--- src/rtl/huff_sort3_pkg.sv ---
// huff_sort3_pkg: node geometry and weight extraction shared by the huffman sorter.
package huff_pkg;
  localparam int NODE_W = 8;
  localparam int KEY_W  = 4;
  typedef logic [NODE_W-1:0] node_t;
  function automatic logic [KEY_W-1:0] weight_of(input node_t n);
    return n[KEY_W-1:0];
  endfunction
endpackage

--- src/rtl/huff_sort3_if.sv ---
// huff_sort3_if: three unsorted nodes in, three weight-ordered nodes out.
interface huff_sort3_if;
  import huff_pkg::*;
  node_t node1, node2, node3;
  node_t new1, new2, new3;
  modport master (output node1, node2, node3, input new1, new2, new3);
  modport slave (input node1, node2, node3, output new1, new2, new3);
endinterface

--- src/rtl/huff_cmp_swap.sv ---
// huff_cmp_swap: compare-exchange on weight; a tie keeps a ahead of b.
module huff_cmp_swap
  import huff_pkg::*;
(
  input  node_t a_i,
  input  node_t b_i,
  output node_t lo_o,
  output node_t hi_o
);
  logic swap;
  always_comb begin
    swap = weight_of(a_i) > weight_of(b_i);
    lo_o = swap ? b_i : a_i;
    hi_o = swap ? a_i : b_i;
  end
endmodule

--- src/rtl/huff_sort3.sv ---
// huff_sort3: registered stable 3-node sort by ascending weight, 1-cycle latency.
module huff_sort3
  import huff_pkg::*;
(
  input logic         CLK,
  input logic         nRST,
  huff_sort3_if.slave io
);
  node_t x0, x1, y1, new1_d, new2_d, new3_d;
  node_t new1_q, new2_q, new3_q;
  huff_cmp_swap u_cs0 (.a_i(io.node1), .b_i(io.node2), .lo_o(x0), .hi_o(x1));
  huff_cmp_swap u_cs1 (.a_i(x1), .b_i(io.node3), .lo_o(y1), .hi_o(new3_d));
  huff_cmp_swap u_cs2 (.a_i(x0), .b_i(y1), .lo_o(new1_d), .hi_o(new2_d));
  // nRST is active-high despite its name
  always_ff @(posedge CLK or posedge nRST) begin
    if (nRST) begin
      new1_q <= '0;
      new2_q <= '0;
      new3_q <= '0;
    end else begin
      new1_q <= new1_d;
      new2_q <= new2_d;
      new3_q <= new3_d;
    end
  end
  assign io.new1 = new1_q;
  assign io.new2 = new2_q;
  assign io.new3 = new3_q;
endmodule

--- src/flat_wrapper.sv ---
// flat-port wrapper written by rule: the top's interface ports become plain ports
module huff_sort3_flat import huff_pkg::*;
  (CLK, nRST, io_node1, io_node2, io_node3, io_new1, io_new2, io_new3);
  huff_sort3_if io_i ();
  input logic CLK;
  input logic nRST;
  input wire logic [$bits(io_i.node1)-1:0] io_node1;
  input wire logic [$bits(io_i.node2)-1:0] io_node2;
  input wire logic [$bits(io_i.node3)-1:0] io_node3;
  output wire logic [$bits(io_i.new1)-1:0] io_new1;
  output wire logic [$bits(io_i.new2)-1:0] io_new2;
  output wire logic [$bits(io_i.new3)-1:0] io_new3;
  assign io_i.node1 = io_node1;
  assign io_i.node2 = io_node2;
  assign io_i.node3 = io_node3;
  assign io_new1 = io_i.new1;
  assign io_new2 = io_i.new2;
  assign io_new3 = io_i.new3;
  huff_sort3 u_core (.CLK(CLK), .nRST(nRST), .io(io_i));
endmodule
--- config.mk ---
export PLATFORM = sky130hd
export DESIGN_NAME = huff_sort3_flat
export DESIGN_NICKNAME = d
export VERILOG_FILES = /design/src/rtl/huff_sort3_pkg.sv /design/src/rtl/huff_sort3_if.sv /design/src/rtl/huff_cmp_swap.sv /design/src/rtl/huff_sort3.sv /design/src/flat_wrapper.sv
export SDC_FILE = /design/constraint.sdc
export NUM_CORES = 1
export LEC_CHECK = 0
export CORE_MARGIN = 8
export CORE_UTILIZATION = 35
export DETAILED_ROUTE_END_ITERATION = 7
export GPL_TIMING_DRIVEN = 0
export REMOVE_ABC_BUFFERS = 1
export SLEW_MARGIN = 20
export SYNTH_ARGS = -nofsm -noshare
export SYNTH_HDL_FRONTEND = slang
export SYNTH_SLANG_ARGS = --single-unit
--- constraint.sdc ---
create_clock -name CLK -period 0.9 [get_ports CLK]
set_clock_uncertainty 0.05 [all_clocks]
set_input_delay 0.09 -clock CLK [delete_from_list [all_inputs] [get_ports CLK]]
set_output_delay 0.09 -clock CLK [all_outputs]
set_load 0.05 [all_outputs]
==> impl_metrics.csv <==
group,metric,value,unit
drt,dr.pass1.iters,4,
timing,period_share,406,%
critical_path,critPathMaxFanout,8,
cts,cts_hold_buf,0,
cts,cts-root-buf,"clkbuf_8",
floorplanning,dieArea,6820,sq um
cts,h-tree-depth,1,
min_path,holdPathEnd,"u_core.io.new2[3]$_DFF_PP0_",
cells_and_area,layout_common_cells,"33 x buf_6, 24 x dfrtp_1, 17 x clkdlybuf4s50_1, 16 x o221a_1, 14 x buf_4",
floorplanning,num_io_pins,50,
critical_path,max_stage_delay,0.36,ns
drt,drc_errors,0,
timing,worst_pin_slew,0.517,ns
status,violations,"setup timing",
global_route,grtUsageTotal,14.2,%
logic_synthesis,synthArstFlopShare,100,%
cells_and_area,synthToLayoutAreaGrowth,66.8,%
critical_path,crit_family,"compound AO/OA/AOI/OAI gates",
floorplanning,die_w,82.6,microns
job,max_cap_viol_count,0,
cts,cts_tree,"built",
critical_path,cp-start-kind,"primary input",
cts,cts_sinks,24,
timing,fin_ws,-2.75,ns
cells_and_area,finish.net_count,250,
min_path,hp-class,"in -> reg",
power,ir_drop,0.954,mV
drt,wl_per_cell,18.0,microns
floorplanning,start_util,35.9,%
critical_path,worst-path-buf-inv,3,
critical_path,worstSetupPathType,"in -> reg",
global_route,antenna_found_initial,0,
global_route,grt_pass1_vias,1483,
global_route,grt_max_degree,25,
cells_and_area,antennaDiodeCount,0,
cts,cts_buffers,3,
drt,vias_per_cell,5.24,
logic_synthesis,synth_edf_count,0,
critical_path,endpoint_kind,"flop",
placement,dp_slack,-4.91,ns
min_path,hold_path_depth,2,
critical_path,path_common_cell,"a21oi_4",
min_path,hp-start,"io_node2[3]",
status,outcome,"finished, violations left",
timing,rsz0062_at_grt,"true",
timing,tns,-55.47,ns
logic_synthesis,synth.distinct_cells,28,
placement,gp_congestion,0.801,
floorplanning,core-area,4320,sq um
drt,drt-initial-drc-count,31,
timing,relSlewSlack,65.5,%
floorplanning,rows,24,
global_route,grt_overflow_total,0,
logic_synthesis,netlist_instances,138,
drt,vias,1377,
timing,max_clock_freq,274,MHz
critical_path,critPathSlowestCell,"mux2_4",
logic_synthesis,ys_seq_area_share,38.7,%
timing,setup_viol,48,
logic_synthesis,synth_top_flop_cell,"dfrtp_1",
logic_synthesis,syn-cell-area,1550,sq um
logic_synthesis,synth-seq-cells,24,
floorplanning,die_h,82.6,microns
cts,cts_max_path_buffers,2,
cells_and_area,fin_cells,263,
placement,dp.cells,235,
critical_path,crit_arrival,3.76,ns
logic_synthesis,avgSynthCellArea,11.2,sq um
cts,clk_pin_slew_worst_paths,0.09,ns
power,cellPowerDensity,2930,nW/um^2
timing,holdWs,0.0969,ns
timing,hold_violations,0,
drt,ant_nets,0,
timing,finalCriticalPeriod,3.65,ns
cells_and_area,drive_gt1_share,49.3,%
critical_path,path_cells,"buf_2, inv_2, ha_4, and4_4, a21oi_4, mux2_4, ha_4, nor2b_4, o211ai_4, a21oi_4, mux2i_1, ha_1, nor2b_4, o211ai_2, a21oi_4, buf_6, mux2_4, o221a_1",
logic_synthesis,yosys_warnings,0,
power,p_leak,0.00109,uW
placement,dp_hpwl,3090,microns
cells_and_area,finish.utilization,59.8,%
drt,wirelength,4720,microns
global_route,grt_first_pass_wirelength,7370,microns
cells_and_area,final_common_cell,"buf_6",
timing,finalMaxSlewViolations,0,
critical_path,worstPathRequired,1.00,ns
placement,port_buffers,49,
[stage by stage]
stage / total power, uW / area (sq um)
after detailed placement: 5930 / 2080
after CTS: 7410 / 2500
after global placement: 5870 / 2080
after floorplan: 4520 / 1530
final: 7570 / 2590
after global routing: 7930 / 2590
[registers in the layout (all words and copies together) (netlist names)]
| signal | flops |
|---|---|
| u_core.io.new1 | 8 |
| u_core.io.new3 | 8 |
| u_core.io.new2 | 8 |
[per-layer routing]
layer | vias to the layer above | part of all wire, % | GRT usage, %
li1 | 664 | - | -
met1 | 679 | 39 | 16.1
met2 | 30 | 55 | 26.6
met3 | 4 | 4.8 | 1.84
met4 | 0 | 0.95 | 5.00
met5 | - | 0 | 0
[cell usage after synthesis (all sizes together) (7+ instances only)]
master	count	share of area [%]
dfrtp	24	39
nor2	7	1.9
o221a	16	12
inv	9	2.2
mux2i	10	6.7
ha	12	9.7
a21oi	13	6.1
nand2	11	2.7
nand2b	9	3.8
mux2	8	6.3
[kinds of logic after synthesis]
family	count (synthesis)	share of synthesized area (%)
AO/OA/AOI/OAI	35	21.1
multiplexers	18	13.0
buffers and inverters	13	3.71
AND/OR/NAND/NOR	36	13.8
flip-flops	24	38.7
adder cells (fa/ha/maj)	12	9.68
[power breakdown]
group | leakage [uW] | switching (uW) | internal [uW] | total, uW
logic | 0.000788 | 2990 | 2150 | 5140
clock network | 0.0000288 | 344 | 390 | 734
registers | 0.000272 | 196 | 1500 | 1700
total | 0.00109 | 3530 | 4040 | 7570
[worst max path at each step]
stage           startpoint                          end  slack (ns)  depth (start not counted)
2_1_floorplan  io_node2[3]  u_core.io.new1[0]$_DFF_PP0_       -3.56                         16
3_3_place_gp   io_node2[3]  u_core.io.new2[2]$_DFF_PP0_       -4.82                         17
3_5_place_dp   io_node2[3]  u_core.io.new2[7]$_DFF_PP0_       -4.91                         17
4_1_cts        io_node2[1]  u_core.io.new1[2]$_DFF_PP0_       -2.75                         19
5_1_grt        io_node2[1]  u_core.io.new1[7]$_DFF_PP0_       -2.91                         19
6_report       io_node2[2]  u_core.io.new1[0]$_DFF_PP0_       -2.75                         18
[what timing repair did]
action	CTS	global route
pin swaps	23	15
setup endpoints to repair	72	48
gates cloned	1	0
buffers inserted	20	3
gates resized for setup	243	15
[final cells by class]
type | count | area, sq um
sequential | 24 | 601
tap | 52 | 65.1
clock buffer | 4 | 55.1
inverter | 9 | 40.0
timing repair buffer | 72 | 717
multi-input combinational | 102 | 1110
fill | 359 | 1740
Note: power is estimated with default switching activity, not from simulation.
